**src/rtl/hex_display_scheduler.sv**
```systemverilog
// ============================================================================
// Module  : hex_display_scheduler
// Brief   : Time-shares one BCD-to-7-segment decoder across HEX0..HEX3,
//           writing one digit per STEP_DIV cycles after a frame is loaded.
// Revision: 1.0 - initial release
// ============================================================================
`default_nettype none

module hex_display_scheduler #(
  parameter int STEP_DIV = 1
) (
  input  logic        CLOCK_50,
  input  logic        reset,
  input  logic        load_valid,
  input  logic [15:0] load_data,
  input  logic        blank_lz,
  output logic        load_ready,
  output logic        busy,
  output logic        done,
  output logic [3:0]  err_digit,
  output logic [6:0]  HEX0,
  output logic [6:0]  HEX1,
  output logic [6:0]  HEX2,
  output logic [6:0]  HEX3
);

  localparam int c_DIV_W = (STEP_DIV > 1) ? $clog2(STEP_DIV) : 1;
  localparam logic [c_DIV_W-1:0] c_DIV_LAST = c_DIV_W'(STEP_DIV - 1);
  localparam logic [6:0] c_BLANK = 7'b1111111;

  typedef enum logic [1:0] {
    IDLE = 2'd0,
    SCAN = 2'd1,
    DONE = 2'd2
  } state_t;

  state_t             r_state;
  state_t             w_next;
  logic [c_DIV_W-1:0] r_divcnt;
  logic [1:0]         r_idx;
  logic [15:0]        r_shadow;
  logic               r_blank_lz;
  logic [3:0]         r_err;
  logic [6:0]         r_hex0, r_hex1, r_hex2, r_hex3;

  logic               w_accept;
  logic               w_step;
  logic [3:0]         w_digit;
  logic               w_upper_zero;
  logic               w_bad;
  logic [6:0]         w_seg;

  function automatic logic [6:0] f_decode(input logic [3:0] d);
    case (d)
      4'd0:    return 7'b1000000;
      4'd1:    return 7'b1111001;
      4'd2:    return 7'b0100100;
      4'd3:    return 7'b0110000;
      4'd4:    return 7'b0011001;
      4'd5:    return 7'b0010010;
      4'd6:    return 7'b0000010;
      4'd7:    return 7'b1111000;
      4'd8:    return 7'b0000000;
      4'd9:    return 7'b0010000;
      default: return 7'b1111111;
    endcase
  endfunction

  assign w_accept = load_valid && (r_state == IDLE);
  assign w_step   = (r_state == SCAN) && (r_divcnt == c_DIV_LAST);
  assign w_digit  = r_shadow[{r_idx, 2'b00} +: 4];
  assign w_bad    = (w_digit > 4'd9);

  // Digit k is a leading zero only if it and every higher digit are zero;
  // a non-BCD nibble is nonzero, so it stops blanking below it.
  always_comb begin
    w_upper_zero = 1'b0;
    case (r_idx)
      2'd1:    w_upper_zero = (r_shadow[15:4]  == 12'd0);
      2'd2:    w_upper_zero = (r_shadow[15:8]  == 8'd0);
      2'd3:    w_upper_zero = (r_shadow[15:12] == 4'd0);
      default: w_upper_zero = 1'b0;
    endcase
  end

  assign w_seg = (r_blank_lz && w_upper_zero) ? c_BLANK : f_decode(w_digit);

  always_ff @(posedge CLOCK_50) begin
    if (reset) r_state <= IDLE;
    else       r_state <= w_next;
  end

  always_comb begin
    w_next     = r_state;
    load_ready = 1'b0;
    busy       = 1'b0;
    done       = 1'b0;
    case (r_state)
      IDLE: begin
        load_ready = 1'b1;
        if (load_valid) w_next = SCAN;
      end
      SCAN: begin
        busy = 1'b1;
        if (w_step && (r_idx == 2'd3)) w_next = DONE;
      end
      DONE: begin
        done   = 1'b1;
        w_next = IDLE;
      end
      default: w_next = IDLE;
    endcase
  end

  always_ff @(posedge CLOCK_50) begin
    if (reset) begin
      r_divcnt   <= '0;
      r_idx      <= 2'd0;
      r_shadow   <= 16'd0;
      r_blank_lz <= 1'b0;
      r_err      <= 4'd0;
      r_hex0     <= c_BLANK;
      r_hex1     <= c_BLANK;
      r_hex2     <= c_BLANK;
      r_hex3     <= c_BLANK;
    end else if (w_accept) begin
      r_shadow   <= load_data;
      r_blank_lz <= blank_lz;
      r_err      <= 4'd0;
      r_idx      <= 2'd0;
      r_divcnt   <= '0;
    end else if (r_state == SCAN) begin
      if (w_step) begin
        r_divcnt     <= '0;
        r_idx        <= r_idx + 2'd1;
        r_err[r_idx] <= w_bad;
        case (r_idx)
          2'd0:    r_hex0 <= w_seg;
          2'd1:    r_hex1 <= w_seg;
          2'd2:    r_hex2 <= w_seg;
          default: r_hex3 <= w_seg;
        endcase
      end else begin
        r_divcnt <= r_divcnt + c_DIV_W'(1);
      end
    end
  end

  assign err_digit = r_err;
  assign HEX0      = r_hex0;
  assign HEX1      = r_hex1;
  assign HEX2      = r_hex2;
  assign HEX3      = r_hex3;

endmodule

`default_nettype wire

```
**config.mk**
```make
export PLATFORM = sky130hd
export DESIGN_NAME = hex_display_scheduler
export DESIGN_NICKNAME = d
export VERILOG_FILES = /design/src/rtl/hex_display_scheduler.sv
export SDC_FILE = /design/constraint.sdc
export NUM_CORES = 1
export LEC_CHECK = 0
export ABC_CLOCK_PERIOD_IN_PS = 2280
export BUFFER_PORTS_ARGS = -buffer_cell sky130_fd_sc_hd__buf_2
export CAP_MARGIN = 20
export CORE_MARGIN = 2
export CORE_UTILIZATION = 48
export CTS_CLUSTER_DIAMETER = 120
export DETAILED_ROUTE_END_ITERATION = 6
export PLACE_DENSITY = 0.75
export SLEW_MARGIN = 20
export SYNTH_ARGS = -nofsm -noshare
export SYNTH_HDL_FRONTEND = slang
export SYNTH_SLANG_ARGS = --single-unit
```
**constraint.sdc**
```tcl
create_clock -name CLOCK_50 -period 2.28 [get_ports CLOCK_50]
set_input_delay 0.456 -clock CLOCK_50 [delete_from_list [all_inputs] [get_ports CLOCK_50]]
set_output_delay 0.456 -clock CLOCK_50 [all_outputs]
set_load 0.05 [all_outputs]
```
# Yosys cells after proc, flatten, opt, wreduce, memory -nomap -nowiden

Memory sizes are Yosys's and may differ from the RTL's.
Index checks and enable logic that the tools add are counted.

Output and inout port bits: 35
Bits of input ports: 20
Register bits after elaboration: 54
Memories kept: 1
Logic and storage cells: 57
ROM bits: 112

Shifts and indexed selects: 1
Mux-type cells: 12
Add/sub/neg operators: 2
Bitwise gates (word level): 3
Equal/unequal tests: 7
Order comparisons: 3
Reduce and logical (&&, ||, !) cells: 18

Memories:

| name             | depth | width | read ports | clocked after Yosys merged registers in | wr ports | line | RTL |
|---|---|---|---|---|---|---|---|
| (name not given) | 16    | 7     | 1          | 0                                       | 0        | 54   | `case (d)` |

Operator list:

| cell                                                                                 | count |
|---|---|
| 4-bit AND reduction                                                                  | 4 |
| 16-bit by 5-bit indexed part select with 4-bit output                                | 1 |
| 12-bit zero test                                                                     | 1 |
| 8-bit zero test                                                                      | 1 |
| 7-bit 2-to-1 mux                                                                     | 1 |
| 2-bit equality test (second input constant)                                          | 3 |
| 1-bit logical AND                                                                    | 5 |
| 1-bit 2-to-1 mux                                                                     | 5 |
| 4-bit bitwise mux                                                                    | 1 |
| 2-bit by 1-bit equality test with 1-bit output (second input constant)               | 2 |
| 4-bit > comparator (second input constant)                                           | 1 |
| 2-bit zero test                                                                      | 2 |
| 4-bit zero test                                                                      | 1 |
| 2-bit 2-to-1 mux                                                                     | 2 |
| 2-bit != test (second input constant)                                                | 2 |
| 2-bit case mux with 2 select lines                                                   | 1 |
| 2-bit AND reduction                                                                  | 2 |
| 2-bit by 3-bit less-than comparator with 1-bit output (second input constant)        | 1 |
| 1-bit inverter                                                                       | 3 |
| 1-bit case mux with 3 select lines                                                   | 1 |
| 3-bit OR reduction                                                                   | 1 |
| 2-bit by 1-bit adder with 2-bit output (second input constant)                       | 1 |
| 1-bit demux with 2-bit select                                                        | 1 |
| 2-bit by 1-bit greater-or-equal comparator with 1-bit output (second input constant) | 1 |
| other kinds (2)                                                                      | 2 |

# Logic depth before layout (Yosys ltp)

Gate-level depths: netlist of the first run.

Depth in word-level cells: 5
Depth in mapped cells: 8
Depth with buffers taken out: 7

# Worst setup path before layout of the first run

Ideal clock, no wire load.

Kind: register to register
Start point: register r_idx[0]
End point: register r_hex0[4], in the netlist HEX0[4]
Arrival: 1990 ps
Slack: 131 ps
Stages on the path, launching flop included: 8
Clock period less this slack: 2149 ps
Path buffers: 1
Data required time: 2121 ps
Library setup time: 159 ps
Path through: dfxtp_1 -> buf_6 -> mux4_1 -> inv_1 -> ha_1 -> nor3_1 -> o41ai_2 -> a41oi_1

Longest elaborated chain between the ends: 4
Elaborated cells on any way between the ends: 10
Those cells by class: 3 x eq/ne; 1 x shift; 2 x mux; 3 x reduce/logical; 1 x memory

Ends and longest elaborated chain:

| item                                                           | line | RTL |
|---|---|---|
| start: declaration                                             | 40   | `logic [1:0] r_idx;` |
| start signal: assignment                                       | 135  | `r_idx <= r_idx + 2'd1;` |
| branches (longest 4 deep; another with memory read 16 x 7 bit) | n/a  |  |
| end signal: assignment                                         | 122  | `r_hex0 <= c_BLANK;` |
| end signal: assignment                                         | 138  | `2'd0: r_hex0 <= w_seg;` |
| end: declaration                                               | 44   | `logic [6:0] r_hex0, r_hex1, r_hex2, r_hex3;` |

Parallel ways; which one is timed is not known.
A chain may end at the register's enable or synchronous reset.

# Worst setup path in the final report of the first run

Start point: register r_idx[0]
End point: register r_hex3[3], in the netlist HEX3[3]

Longest elaborated chain between the ends: 4
Elaborated cells on any way between the ends: 12
Those cells by class: 3 x eq/ne; 1 x shift; 2 x mux; 1 x bitwise; 4 x reduce/logical; 1 x memory

Ends and longest elaborated chain:

| item                                                           | line | RTL |
|---|---|---|
| branches (longest 4 deep; another with memory read 16 x 7 bit) | n/a  |  |
| end signal: assignment                                         | 125  | `r_hex3 <= c_BLANK;` |
| end signal: assignment                                         | 141  | `default: r_hex3 <= w_seg;` |
| end: declaration                                               | 44   |  |

Parallel ways; which one is timed is not known.

==> results.sh, run 1 <==
export IMPL_drive_gt1_share_pct=27.70
export IMPL_holdBufCountCts=0
export IMPL_cts_buffers_inserted=5
export IMPL_critPathArrivalTime_ns=2.37
export IMPL_clock_latency_ns=0.31
export IMPL_hp_class="in -> reg"
export IMPL_grt_pass1_wl_um=8418
export IMPL_fmaxAchievable_ghz=0.4715
export IMPL_clk_pin_slew_worst_paths_ns=0.09
export IMPL_drt_iter0_markers=114
export IMPL_die_w_um=73.45
export IMPL_cts_buffer_depth=2
export IMPL_cp_startpoint="r_idx[0]"
export IMPL_viasPerCell=5.577
export IMPL_crit_type="reg -> reg"
export IMPL_grt_usage_pct=20.29
export IMPL_gp_congestion=0.8250
export IMPL_max_cap_violations=0
export IMPL_finalCritPeriodShare_pct=93.02
export IMPL_rows=25
export IMPL_rsz0062_at_grt="no"
export IMPL_min_period_ns=2.121
export IMPL_routed_wirelength_um=5157
export IMPL_required_ns=2.53
export IMPL_slowest_delay_ns=0.60
export IMPL_finClkSkew_ns=0.01298
export IMPL_final_cell_mix="54 x buf_2, 52 x dfxtp_1, 50 x nand2_1"
export IMPL_finalSetupTns_ns=0
export IMPL_cts_htree_levels=2
export IMPL_path_cells="mux4_1, inv_1, ha_1, nand2b_1, a21oi_1, o22a_1"
export IMPL_initial_core_util_pct=49.33
export IMPL_finalSetupViolations=0
export IMPL_grt_ovfl_total=0
export IMPL_synth_edf_count=0
export IMPL_synth_cells=238
export IMPL_vdd_drop_max_uv=363.7
export IMPL_leakage_uw=0.001066
export IMPL_synth_top_area_share_pct=46.70
export IMPL_cp_top_family="multiplexers"
export IMPL_avgRoutedWirePerCell_um=14.73
export IMPL_slew_headroom_pct=56.65
export IMPL_final_common_cell="buf_2"
export IMPL_io_buffers=54
export IMPL_timing_rr_start="r_idx[0]"
export IMPL_io_pins=55
export IMPL_status="finished, final reports clean"
export IMPL_synth_avg_cell_area_um2=9.726
export IMPL_tightest_slew_ns=0.6489
export IMPL_r2r_end="HEX3[3]"
export IMPL_synth_warnings=0
export IMPL_ys_ff_latch=54
export IMPL_whs_ns=0.3752
export IMPL_cts_root_buf="clkbuf_8"
export IMPL_antenna_found_initial=0
export IMPL_drc=0
export IMPL_firstDrtPassIters=4
export IMPL_synth_area_um2=2315
export IMPL_yosys_area_top_type="dfxtp_1"
export IMPL_crit_end="HEX3[3]"
export IMPL_yosys_top_cells_area="dfxtp_1 47%, o32a_1 8.2%, nand2_1 8.1%"
export IMPL_core_area_um2=4692
export IMPL_fin_nets=325
export IMPL_p_per_area_nw_per_um2=724.5
export IMPL_reg2reg_slack_ns=0.16
export IMPL_dieArea_um2=5394
export IMPL_synth_flop_cell="dfxtp_1"
export IMPL_worstSetupStartpointType="flip-flop"
export IMPL_r2r_cells=6
export IMPL_critPathSlowestCell="mux4_1"
export IMPL_final_antenna_net_count=0
export IMPL_synthArstFlopShare_pct=0
export IMPL_area_delta_synth_final_pct=18.86
export IMPL_crit_fanout=4
export IMPL_hold_viol_final=0
export IMPL_grt_max_degree=24
export IMPL_num_vias=1952
export IMPL_finalPower_uw=1993
export IMPL_cp_depth=6
export IMPL_synth_distinct_cells=37
export IMPL_end_kind="flip-flop"
export IMPL_cp_buffers_inverters=1
export IMPL_drv_slew=0
export IMPL_design_area_um2=2751
export IMPL_dp_hpwl_um=3777
export IMPL_place_area_um2=2616
export IMPL_diodes=0
export IMPL_syn_num_nets=268
export IMPL_grt_pass1_vias=1765
export IMPL_cts_tree="yes"
export IMPL_clock_sinks=54
export IMPL_die_height_um=73.45
export IMPL_ys_seq_area_share_pct=46.70
metal layers:
layer / wire length, um / global-route usage, % / part of all wire (%) / vias up
met2: 2467 / 32.34 / 48 / 50
met5: 0 / 0 / 0 / -
met4: 58 / 7.071 / 1.1 / 0
li1: - / - / - / 973
met3: 251 / 4.527 / 4.9 / 6
met1: 2380 / 27.09 / 46 / 923
power by group:
part / leakage (uW) / total, uW / internal, uW / switching [uW]
Clock: 0.0000585 / 644 / 329 / 315
Combinational: 0.000566 / 338 / 115 / 223
Sequential: 0.000441 / 1010 / 983 / 27.9
Total: 0.00107 / 1990 / 1430 / 566
cell usage after synthesis, types with 3 or more instances:
cell type,number
nand2b_1,4
dfxtp_1,54
ha_1,10
inv_1,6
nand3_1,4
o22a_1,4
a21o_1,4
nor2_1,10
o32a_1,19
nand2_1,50
mux4_2,3
clkbuf_1,6
buf_6,4
nor3_1,3
mux2i_1,3
a41oi_1,3
a21oi_1,24
through the flow:
stage	instances	util (%)	setup WS, ns
floorplan	238	-	0.1308
global placement	341	55.76	0.1170
detailed placement	341	55.76	0.02724
CTS	349	58.16	0.0007052
global route	350	58.64	0.01168
finish	350	58.64	0.1591
worst min-delay path, delay by kind of cell:
| family | cells | cell delay (ns) |
|---|---|---|
| AO/OA/AOI/OAI | 1 | 0.05 |
| buffers and inverters | 1 | 0.09 |
| AND/OR/NAND/NOR | 1 | 0.05 |
state kept, by name, summed over array words and instances (netlist names):
| signal | count |
|---|---|
| r_shadow | 16 |
| HEX0 | 7 |
| HEX1 | 7 |
| HEX2 | 7 |
| HEX3 | 7 |
| err_digit | 4 |
| r_idx | 2 |
| r_state | 2 |
| r_blank_lz | 1 |
| r_divcnt | 1 |
logic make-up (layout without fill, tap and decap cells):
kind of cell | Yosys count | in the layout | synth area share (%)
AO/OA/AOI/OAI | 64 | 64 | 21.30
XOR/XNOR | 1 | 1 | 0.3784
adder cells (fa/ha/maj) | 10 | 10 | 5.405
buffers and inverters | 17 | 75 | 4.486
flip-flops | 54 | 54 | 46.70
multiplexers | 7 | 7 | 5.351
AND/OR/NAND/NOR | 85 | 85 | 16.38
worst min path at each step:
stage | startpoint | cells past startpoint | slack [ns] | endpoint
6_report | load_data[14] | 3 | 0.38 | r_shadow[14]
5_1_grt | load_data[14] | 3 | 0.37 | r_shadow[14]
4_1_cts | load_data[6] | 3 | 0.37 | r_shadow[6]
3_5_place_dp | r_divcnt | 2 | 0.44 | r_divcnt
3_3_place_gp | r_divcnt | 2 | 0.44 | r_divcnt
2_1_floorplan | r_divcnt | 2 | 0.42 | r_divcnt
layout make-up:
cell class                      instances  area (um^2)
Tap cell                               54        67.56
Clock buffer                            5        68.82
Inverter                                6        22.52
Multi-Input combinational cell        167         1142
Timing Repair Buffer                   61        322.8
Fill cell                             423         1941
Clock inverter                          3        43.79
Sequential cell                        54         1084
repair_timing:
item / 4_1_cts / 5_1_grt
setup buffers: 0 / 1
gates resized for setup: 0 / 4
endpoints found under the setup margin: 0 / 25
Power figures use the tool's default switching activity.
==> run 2, diff against run 1 <==
--- a/config.mk
+++ b/config.mk
@@ -7,3 +7,3 @@
 export LEC_CHECK = 0
-export ABC_CLOCK_PERIOD_IN_PS = 2280
+export ABC_CLOCK_PERIOD_IN_PS = 2400
 export BUFFER_PORTS_ARGS = -buffer_cell sky130_fd_sc_hd__buf_2
@@ -11,6 +11,6 @@
 export CORE_MARGIN = 2
-export CORE_UTILIZATION = 48
+export CORE_UTILIZATION = 52
 export CTS_CLUSTER_DIAMETER = 120
 export DETAILED_ROUTE_END_ITERATION = 6
-export PLACE_DENSITY = 0.75
+export PLACE_DENSITY = 0.78
 export SLEW_MARGIN = 20
==> constraint.sdc (replaced) <==
create_clock -name CLOCK_50 -period 2.4 [get_ports CLOCK_50]
set_input_delay 0.48 -clock CLOCK_50 [delete_from_list [all_inputs] [get_ports CLOCK_50]]
set_output_delay 0.48 -clock CLOCK_50 [all_outputs]
set_load 0.02 [all_outputs]
==> run 2 against run 1 <==
Clock-buffer cell count stayed put. Total power is 7.9% lower. Combinational power fell by 21%. Core utilization up 4.6 points. Wire length is 1.9% lower. Die area decreased by 7.3%. Cell count decreased by 0.57%. Largest cell class unchanged. Largest power group unchanged.
==> results.sh, run 2 (synthesis results as in run 1) <==
export IMPL_status="finished, final reports clean"
export IMPL_hold_viol_final=0
export IMPL_antenna_found_initial=0
export IMPL_top_usage_layer="met2"
export IMPL_fin_nets=325
export IMPL_initial_core_util_pct=53.53
export IMPL_diodes=0
export IMPL_grt_max_degree=24
export IMPL_cts_root_buf="clkbuf_8"
export IMPL_viasPerCell=5.641
export IMPL_required_ns=2.58
export IMPL_final_cell_mix="54 x dfxtp_1, 54 x buf_2, 50 x nand2_1"
export IMPL_crit_type="reg -> reg"
export IMPL_clock_sinks=54
export IMPL_grt_pass1_wl_um=8625
export IMPL_core_area_um2=4324
export IMPL_gp_congestion=0.8022
export IMPL_worstSetupStartpointType="flip-flop"
export IMPL_dp_hpwl_um=3712
export IMPL_clock_latency_ns=0.31
export IMPL_path_cells="mux4_1, inv_1, ha_1, nor3_1, o41ai_2, a41oi_1"
export IMPL_cts_htree_levels=2
export IMPL_routed_wirelength_um=5058
export IMPL_die_w_um=70.72
export IMPL_tightest_slew_ns=0.8224
export IMPL_largest_register="r_shadow"
export IMPL_finalPower_uw=1836
export IMPL_place_area_um2=2621
export IMPL_finalSetupViolations=0
export IMPL_finClkSkew_ns=0.009338
export IMPL_finalCritPeriodShare_pct=90.59
export IMPL_io_buffers=54
export IMPL_holdBufCountCts=0
export IMPL_leakage_uw=0.001064
export IMPL_post_cts_buffers=0
export IMPL_clk_pin_slew_worst_paths_ns=0.09
export IMPL_largest_reg_flops=16
export IMPL_p_per_area_nw_per_um2=671.4
export IMPL_max_cap_violations=0
export IMPL_drv_slew=0
export IMPL_io_pins=55
export IMPL_end_kind="flip-flop"
export IMPL_avgRoutedWirePerCell_um=14.53
export IMPL_r2r_end="HEX0[4]"
export IMPL_crit_fanout=4
export IMPL_grt_usage_pct=21.75
export IMPL_use_met1_pct=29.54
export IMPL_cp_buffers_inverters=1
export IMPL_whs_path_depth=3
export IMPL_cts_buffer_depth=2
export IMPL_firstDrtPassIters=4
export IMPL_drt_iter0_markers=118
export IMPL_slowest_delay_ns=0.63
export IMPL_hold_end="r_shadow[12]"
export IMPL_drc=0
export IMPL_grt_pass1_vias=1765
export IMPL_critPathArrivalTime_ns=2.35
export IMPL_final_antenna_net_count=0
export IMPL_cp_top_family="compound AO/OA/AOI/OAI gates"
export IMPL_design_area_um2=2734
export IMPL_drive_gt1_share_pct=26.69
export IMPL_cts_buffers_inserted=5
export IMPL_vdd_drop_max_uv=397.4
export IMPL_rsz0062_at_grt="no"
export IMPL_rows=24
export IMPL_reg2reg_slack_ns=0.23
export IMPL_r2r_cells=6
export IMPL_cts_tree="yes"
export IMPL_setup_ws_ns=0.2258
export IMPL_timing_rr_start="r_idx[0]"
export IMPL_min_period_ns=2.174
export IMPL_ctsResizeCount=0
export IMPL_num_vias=1963
export IMPL_dieArea_um2=5001
export IMPL_die_height_um=70.72
export IMPL_use_met3_pct=4.986
export IMPL_critPathSlowestCell="mux4_1"
export IMPL_hp_class="in -> reg"
export IMPL_slew_headroom_pct=45.17
export IMPL_met2_usage_pct=34.89
export IMPL_hp_start="load_data[12]"
export IMPL_fmaxAchievable_ghz=0.4599
export IMPL_grt_ovfl_total=0
export IMPL_area_delta_synth_final_pct=18.11
export IMPL_post_place_ws_ns=0.2364
export IMPL_finalSetupTns_ns=0
==> run 2: cell counts in the layout (fill, tap and decap cells not counted) <==
Identical to the previous run, type by type.
==> run 2: layer usage <==
metal	wire (um)	vias up
met2	2442	56
met5	0	-
met1	2299	926
li1	-	976
met4	56	0
met3	259	5
==> run 2: layout make-up <==
class | count | area, um^2
multi-input cells | 167 | 1130
flip-flops and latches | 54 | 1081
clock buffers | 5 | 68.82
repair buffers | 61 | 322.8
inverters | 6 | 22.52
clock inverters | 3 | 43.79
well taps | 52 | 65.06
fillers | 374 | 1590
==> run 2: per-stage QoR <==
| step | hold slack, ns | util [%] | std cells |
|---|---|---|---|
| 6_report | 0.4000 | 63.22 | 348 |
| 3_5_place_dp | 0.4475 | 60.62 | 340 |
| 4_1_cts | 0.3995 | 63.22 | 348 |
| 5_1_grt | 0.3977 | 63.22 | 348 |
| 3_3_place_gp | 0.4385 | 60.62 | 340 |
| 2_1_floorplan | 0.4239 | - | 238 |
==> run 2: worst min-delay path, stage by stage <==
cell	delay (ns)
buf_2	0.09
nand2_1	0.04
a21oi_1	0.05
==> run 2: worst max path at each step <==
stage                   from  slack (ns)      end  depth (start not counted)
floorplan           r_idx[0]        0.25  HEX0[4]                          7
global placement    r_idx[0]        0.29  HEX0[3]                          7
detailed placement  r_idx[0]        0.24  HEX1[4]                          6
CTS                 r_idx[0]        0.24  HEX3[3]                          7
global route        r_idx[0]        0.08  HEX0[4]                          6
finish              r_idx[0]        0.23  HEX0[4]                          6
==> run 2: report_power, final <==
part / leakage (uW) / total (uW) / internal, uW / switching (uW)
sequential: 0.000441 / 959 / 934 / 25.4
combinational: 0.000565 / 268 / 105 / 164
clock: 0.0000585 / 608 / 313 / 295
total: 0.00106 / 1840 / 1350 / 484
